==> src/rtl/mem_access_unit.sv <==
// mem_access_unit: multi-cycle load/store sequencer between the CPU control
// FSM and the data RAM. Handles byte/halfword/word accesses with alignment
// checking, lane replication for stores and lane extraction plus sign/zero
// extension for loads. All outputs are registered.
module mem_access_unit #(
   parameter int WAIT_CYCLES = 2
) (
   input  logic        clk,
   input  logic        rst,
   input  logic        req,
   input  logic        we,
   input  logic [1:0]  size,
   input  logic        sign_ext,
   input  logic [31:0] addr,
   input  logic [31:0] wdata,
   output logic        busy,
   output logic        done,
   output logic        err,
   output logic [31:0] rdata,
   output logic        mem_en,
   output logic        mem_we,
   output logic [3:0]  mem_be,
   output logic [29:0] mem_addr,
   output logic [31:0] mem_wdata,
   input  logic [31:0] mem_rdata
);

   typedef enum logic [1:0] {
      S_IDLE   = 2'd0,
      S_ACCESS = 2'd1,
      S_ERR    = 2'd2,
      S_DONE   = 2'd3
   } state_t;

   localparam logic [3:0] CNT_LOAD = 4'(WAIT_CYCLES - 1);

   // Alignment rule: halfwords on even addresses, words on multiples of 4,
   // size code 11 is never legal.
   function automatic logic is_misaligned(input logic [1:0] sz, input logic [1:0] a);
      logic res;
      case (sz)
         2'b00:   res = 1'b0;
         2'b01:   res = a[0];
         2'b10:   res = (a != 2'b00);
         default: res = 1'b1;
      endcase
      return res;
   endfunction

   // Byte-lane enables for an aligned access.
   function automatic logic [3:0] byte_enables(input logic [1:0] sz, input logic [1:0] a);
      logic [3:0] res;
      case (sz)
         2'b00:   res = 4'b0001 << a;
         2'b01:   res = a[1] ? 4'b1100 : 4'b0011;
         default: res = 4'b1111;
      endcase
      return res;
   endfunction

   // Replicate right-justified store data across every lane it could occupy.
   function automatic logic [31:0] replicate(input logic [1:0] sz, input logic [31:0] d);
      logic [31:0] res;
      case (sz)
         2'b00:   res = {4{d[7:0]}};
         2'b01:   res = {2{d[15:0]}};
         default: res = d;
      endcase
      return res;
   endfunction

   // Pull the addressed lane down to bit 0 and extend it to 32 bits.
   function automatic logic [31:0] load_extract(input logic [1:0] sz, input logic [1:0] a,
                                                input logic sext, input logic [31:0] word);
      logic [31:0] sh;
      logic [31:0] res;
      sh = word >> {a, 3'b000};
      case (sz)
         2'b00:   res = sext ? {{24{sh[7]}}, sh[7:0]} : {24'd0, sh[7:0]};
         2'b01:   res = sext ? {{16{sh[15]}}, sh[15:0]} : {16'd0, sh[15:0]};
         default: res = word;
      endcase
      return res;
   endfunction

   state_t      state_r, state_s;
   logic [31:0] addr_r, wdata_r;
   logic        we_r, sign_ext_r;
   logic [1:0]  size_r;
   logic [3:0]  cnt_r;

   logic        accept_s, misaligned_s, load_done_s;
   logic [31:0] eff_addr_s, eff_wdata_s;
   logic [1:0]  eff_size_s;
   logic        eff_we_s;

   logic        busy_s, done_s, err_s, mem_en_s, mem_we_s;
   logic [3:0]  mem_be_s;
   logic [29:0] mem_addr_s;
   logic [31:0] mem_wdata_s;

   logic        busy_r, done_r, err_r, mem_en_r, mem_we_r;
   logic [3:0]  mem_be_r;
   logic [29:0] mem_addr_r;
   logic [31:0] mem_wdata_r, rdata_r;

   assign accept_s     = (state_r == S_IDLE) && req;
   assign misaligned_s = is_misaligned(size, addr[1:0]);
   assign load_done_s  = (state_r == S_ACCESS) && (cnt_r == 4'd0) && !we_r;

   // On the accept edge the latches are still loading, so use the live inputs.
   assign eff_addr_s  = accept_s ? addr  : addr_r;
   assign eff_wdata_s = accept_s ? wdata : wdata_r;
   assign eff_size_s  = accept_s ? size  : size_r;
   assign eff_we_s    = accept_s ? we    : we_r;

   // State register.
   always_ff @(posedge clk) begin
      if (rst) begin
         state_r <= S_IDLE;
      end else begin
         state_r <= state_s;
      end
   end

   // Next-state logic.
   always_comb begin
      state_s = state_r;
      case (state_r)
         S_IDLE: begin
            if (req) begin
               if (misaligned_s) begin
                  state_s = S_ERR;
               end else begin
                  state_s = S_ACCESS;
               end
            end else begin
               state_s = S_IDLE;
            end
         end
         S_ACCESS: begin
            if (cnt_r == 4'd0) begin
               state_s = S_DONE;
            end else begin
               state_s = S_ACCESS;
            end
         end
         S_ERR:   state_s = S_IDLE;
         S_DONE:  state_s = S_IDLE;
         default: state_s = S_IDLE;
      endcase
   end

   // Output decode from the upcoming state so registered outputs line up with it.
   always_comb begin
      busy_s      = (state_s != S_IDLE);
      done_s      = 1'b0;
      err_s       = 1'b0;
      mem_en_s    = 1'b0;
      mem_we_s    = 1'b0;
      mem_be_s    = 4'b0000;
      mem_addr_s  = 30'd0;
      mem_wdata_s = 32'd0;
      case (state_s)
         S_ACCESS: begin
            mem_en_s    = 1'b1;
            mem_we_s    = eff_we_s;
            mem_be_s    = byte_enables(eff_size_s, eff_addr_s[1:0]);
            mem_addr_s  = eff_addr_s[31:2];
            mem_wdata_s = replicate(eff_size_s, eff_wdata_s);
         end
         S_ERR: begin
            done_s = 1'b1;
            err_s  = 1'b1;
         end
         S_DONE: begin
            done_s = 1'b1;
         end
         default: begin
            done_s = 1'b0;
         end
      endcase
   end

   // Request capture and wait counter.
   always_ff @(posedge clk) begin
      if (rst) begin
         addr_r     <= 32'd0;
         wdata_r    <= 32'd0;
         we_r       <= 1'b0;
         size_r     <= 2'b00;
         sign_ext_r <= 1'b0;
         cnt_r      <= 4'd0;
      end else if (accept_s) begin
         addr_r     <= addr;
         wdata_r    <= wdata;
         we_r       <= we;
         size_r     <= size;
         sign_ext_r <= sign_ext;
         cnt_r      <= CNT_LOAD;
      end else if ((state_r == S_ACCESS) && (cnt_r != 4'd0)) begin
         cnt_r <= cnt_r - 4'd1;
      end
   end

   // Output registers.
   always_ff @(posedge clk) begin
      if (rst) begin
         busy_r      <= 1'b0;
         done_r      <= 1'b0;
         err_r       <= 1'b0;
         mem_en_r    <= 1'b0;
         mem_we_r    <= 1'b0;
         mem_be_r    <= 4'b0000;
         mem_addr_r  <= 30'd0;
         mem_wdata_r <= 32'd0;
      end else begin
         busy_r      <= busy_s;
         done_r      <= done_s;
         err_r       <= err_s;
         mem_en_r    <= mem_en_s;
         mem_we_r    <= mem_we_s;
         mem_be_r    <= mem_be_s;
         mem_addr_r  <= mem_addr_s;
         mem_wdata_r <= mem_wdata_s;
      end
   end

   // Load result capture at the end of the last access cycle; held otherwise.
   always_ff @(posedge clk) begin
      if (rst) begin
         rdata_r <= 32'd0;
      end else if (load_done_s) begin
         rdata_r <= load_extract(size_r, addr_r[1:0], sign_ext_r, mem_rdata);
      end
   end

   assign busy      = busy_r;
   assign done      = done_r;
   assign err       = err_r;
   assign rdata     = rdata_r;
   assign mem_en    = mem_en_r;
   assign mem_we    = mem_we_r;
   assign mem_be    = mem_be_r;
   assign mem_addr  = mem_addr_r;
   assign mem_wdata = mem_wdata_r;

endmodule

==> config.mk <==
export PLATFORM = sky130hd
export DESIGN_NAME = mem_access_unit
export DESIGN_NICKNAME = d
export VERILOG_FILES = /design/src/rtl/mem_access_unit.sv
export SDC_FILE = /design/constraint.sdc
export NUM_CORES = 1
export LEC_CHECK = 0
export BUFFER_PORTS_ARGS = -buffer_cell sky130_fd_sc_hd__buf_2
export CAP_MARGIN = 5
export CORE_UTILIZATION = 45
export DETAILED_ROUTE_END_ITERATION = 10
export PLACE_DENSITY = 0.71
export SETUP_SLACK_MARGIN = 0.5
export SYNTH_ARGS = -nofsm -noshare
export SYNTH_HDL_FRONTEND = slang
export SYNTH_SLANG_ARGS = --single-unit
export TNS_END_PERCENT = 100
==> constraint.sdc <==
create_clock -name clk -period 2.4 [get_ports clk]
set_clock_uncertainty 0.1 [all_clocks]
set_input_delay 0.24 -clock clk [delete_from_list [all_inputs] [get_ports clk]]
set_output_delay 0.24 -clock clk [all_outputs]
set_load 0.01 [all_outputs]
==> results by group <==
Run status
  – Result of the run: finished clean

CTS
  – Clock latency on the worst-skew pair: approximately 0.4 ns
  – CTS tree: built
  – Clock buffer depth: 2
  – Num Clock Sinks: 177
  – Number of H-tree levels: 4
  – Clock Tree Root: sky130_fd_sc_hd__clkbuf_16
  – Clock slew at the register clock pins of the worst setup and hold paths: 0.07 ns
  – Number of buffers added by the clock tree synthesis step: 17

STA
  – Final critical-path share of the clock period: approximately 80%
  – Setup TNS after final layout: 0 ns
  – FMAX: 522 MHz
  – Max-Slew Margin vs Limit: 40.2%
  – Count of final setup violators: 0
  – Fin worst setup slack: 0.484 ns
  – Count of pins over their slew limit: 0
  – Final critical path time including I/O delays and setup: 1.92 ns
  – Total count of hold-check failures in the final report: 0
  – Setup repair after global routing missed its margin: yes
  – Worst-margin pin slew: around 0.9 ns

Logic synthesis
  – Ranking of synthesized cells by area: sky130_fd_sc_hd__dfxtp_1 (50%), sky130_fd_sc_hd__mux2i_1 (15%), sky130_fd_sc_hd__nor3_1 (5.5%)
  – Cell area after synthesis: 7070 µm²
  – Basic-gate share of the synthesized area counting and, or, nand and nor cells: between 15 and 20%
  – Unique masters post-synth: 44
  – Area fraction of the dominant cell type after synthesis: between 50% and 60%
  – Post-Syn Instances: 712
  – Share of cell area taken by muxes after synthesis: between 15 and 20%
  – Adder and majority gate portion of the synthesized area: 0.354%
  – Xor and xnor area share after synthesis: 0.372%
  – Synth Register Bits: 177
  – Sequential-to-total area share from yosys stat: roughly half
  – Cell accounting for the most synthesized area: sky130_fd_sc_hd__dfxtp_1
  – Number of warnings issued by yosys: 0
  – Combinational family with the most area after synthesis: multiplexers
  – Post-synthesis compound-gate area fraction: 8.98%
  – Mapped Avg Cell Area: 9.92 µm²
  – Post-synth net total: just over 800

GRT
  – Wire length of the first global-routing pass: 28900 µm
  – Via count of the first global-routing pass: roughly 5600
  – Met1 GRT Util: ~30%
  – Met3 layer usage reported by global route: 5.49%
  – GR Overflow Total: 0
  – Met2 GRT Util: 36.7%
  – Initial antenna violation count: 1
  – Aggregate global-route resource usage: 22.7%
  – Maximum number of pins on one net before global-route repair: slightly above 80
  – GR peak layer: met2

Worst setup path
  – Required time of the critical path: 2.56 ns
  – Maximum fanout encountered on the critical timing path: 8
  – Logic depth of the worst register-to-register path: 6
  – Critical path startpoint category: register
  – Arrival time at the worst endpoint: 2.07 ns
  – Terminus of the critical flop-to-flop path: rdata[15]
  – Beginning of the worst register-to-register path: cnt_r[0]
  – Critical path class: register to register
  – Setup crit end kind: register
  – Register-to-register path setup slack: between 0.4 and 0.5 ns

Drt
  – Average routed wire per standard cell: 15.9 µm
  – First drt pass iteration count: 6
  – Drc violations: 0
  – Number of nets with antenna violations after routing: 0
  – Wire length after detailed routing: 18800 µm
  – Count of routing violations after the opening detailed-route iteration: 366
  – Vias per Instance: approximately 5
  – Total number of vias: 6019

Final layout
  – Nets@finish: 1058
  – Fin util: 63.7%
  – Layout cells sized above 1: roughly 34%
  – Post-Layout Cell Count: 1178
  – Area growth from synthesis to layout: 37.5%
  – Commonest cells after routing, fill and taps aside: sky130_fd_sc_hd__buf_2 (204), sky130_fd_sc_hd__dfxtp_1 (172), sky130_fd_sc_hd__mux2i_1 (98)
  – Most common library cell in the layout ignoring fill and taps: sky130_fd_sc_hd__buf_2

Placement
  – Weighted congestion reported at the end of routability-driven placement: 0.813
  – Worst setup timing slack at the placement stage: 0.305 ns
  – DPL Wire Length: 11900 µm
  – Number of instances in the placed design: 1083
  – I/O Buffers: 205

Floorplan
  – Number of primary I/O pins: approximately 200
  – Chip Width: about 130 µm
  – Starting density of the core: 46.3%
  – Number of rows in the core area: 45
  – Core Footprint: 15300 µm²
  – Area enclosed by the die boundary: 16200 µm²
  – Vertical die dimension: 127 µm

Worst hold path
  – Worst-case hold path end point: addr_r[20]
  – Number of instances on the worst hold path: 3
  – Worst min-delay path class: input pin to register
  – HP Start: addr[20]

Job
  – Max Cap Violations: 0

Power
  – Largest vdd supply drop: 0.578 mV
  – Pwr Density: 755 nW/µm²
  – Leak: around 0.0043 µW
-- state kept, by name, summed over array words and instances, names as in the netlist --
signal	cells
size_r	2
sign_ext_r	1
addr_r	32
we_r	1
mem_be	4
cnt_r	4
mem_addr	30
mem_en	1
mem_wdata	32
busy	1
wdata_r	32
mem_we	1
err	1
rdata	32
state_r	2
done	1
-- metal layers --
layer	up-vias	share of wire, %
li1	2981	-
met1	2830	45
met2	196	47
met3	12	6.9
met4	0	1.0
met5	-	0
-- cells in the mapped netlist, drive strengths merged --
| library cell | count |
|---|---|
| inv | 2 |
| nor3b | 12 |
| mux2i | 107 |
| a2111oi | 2 |
| or3b | 3 |
| o21bai | 1 |
| nand2 | 33 |
| nand2b | 15 |
| nand3b | 2 |
| o211ai | 15 |
| mux2 | 26 |
| o2111ai | 1 |
| nor2b | 5 |
| nand3 | 1 |
| nor2 | 83 |
| xnor2 | 1 |
| a211oi | 8 |
| a311oi | 1 |
| o22ai | 1 |
| ha | 2 |
| mux4 | 1 |
| a21oi | 33 |
| a2bb2oi | 7 |
| nor3 | 78 |
| clkbuf | 33 |
| o21ai | 17 |
| o2bb2ai | 7 |
| buf | 29 |
| nor4bb | 1 |
| o21a | 3 |
| and2 | 1 |
| xor2 | 2 |
| dfxtp | 177 |
| or2 | 2 |
-- logic make-up (layout without fill, tap and decap cells) --
logic type                 count (synthesis)  count (layout)
buffers and inverters                     64             318
xor gates and xnor gates                   3               3
adders and majority gates                  2               2
AOI/OAI and AO/OA                         96              96
and+or+nand+nor                          236             236
other                                      0               1
muxes                                    134             134
DFF                                      177             177
-- worst max-delay path: stages, from the launching register on --
cell and delay, ns:
sky130_fd_sc_hd__dfxtp_2 0.33, sky130_fd_sc_hd__inv_2 0.07, sky130_fd_sc_hd__ha_4 0.13, sky130_fd_sc_hd__or3b_4 0.42, sky130_fd_sc_hd__or2_4 0.29, sky130_fd_sc_hd__a21oi_4 0.26
sky130_fd_sc_hd__a311oi_2 0.15
-- per-stage QoR --
| stage | hold WS (ns) | cell area [µm²] | total power [µW] |
|---|---|---|---|
| after floorplan | 0.264 | 7070 | 4050 |
| after global placement | 0.339 | 8230 | 4400 |
| after detailed placement | 0.349 | 8230 | 4410 |
| after CTS | 0.000377 | 9470 | 7300 |
| after global routing | 0.0182 | 9710 | 7640 |
| final | 0.00469 | 9710 | 7330 |
-- how the worst max path moves through the flow --
stage                          from   endpoint  slack [ns]  depth (start not counted)
after floorplan            cnt_r[0]  rdata[29]        0.56                          8
after global placement     cnt_r[0]  rdata[21]        0.36                          7
after detailed placement   cnt_r[0]  rdata[19]        0.30                          7
after CTS                 addr_r[1]  rdata[16]        0.48                          3
after global routing       cnt_r[0]  rdata[15]        0.45                          6
final                      cnt_r[0]  rdata[15]        0.48                          6
-- where the power goes --
part	leakage [µW]	total, µW	internal [µW]	switching (µW)
Clock	0.000291	2760	1490	1280
Sequential	0.00145	3190	3110	78.3
Combinational	0.00253	1380	650	728
Total	0.00427	7330	5250	2080
-- layout make-up --
class,instances,area [µm²]
Antenna cell,1,2.50
Timing Repair Buffer,284,1900
Multi-Input combinational cell,471,3390
Clock inverter,15,169
Tap cell,211,264
Inverter,2,7.51
Sequential cell,177,3550
Fill cell,1256,5550
Clock buffer,17,425
-- timing repair --
item	CTS	global route
gates cloned	1	2
pin swaps	3	3
hold buffers	53	0
gates resized for setup	13	39
setup buffers	4	2
hold endpoints to repair	53	0
setup endpoints to repair	49	61
Note: power is estimated with default switching activity, not from simulation.
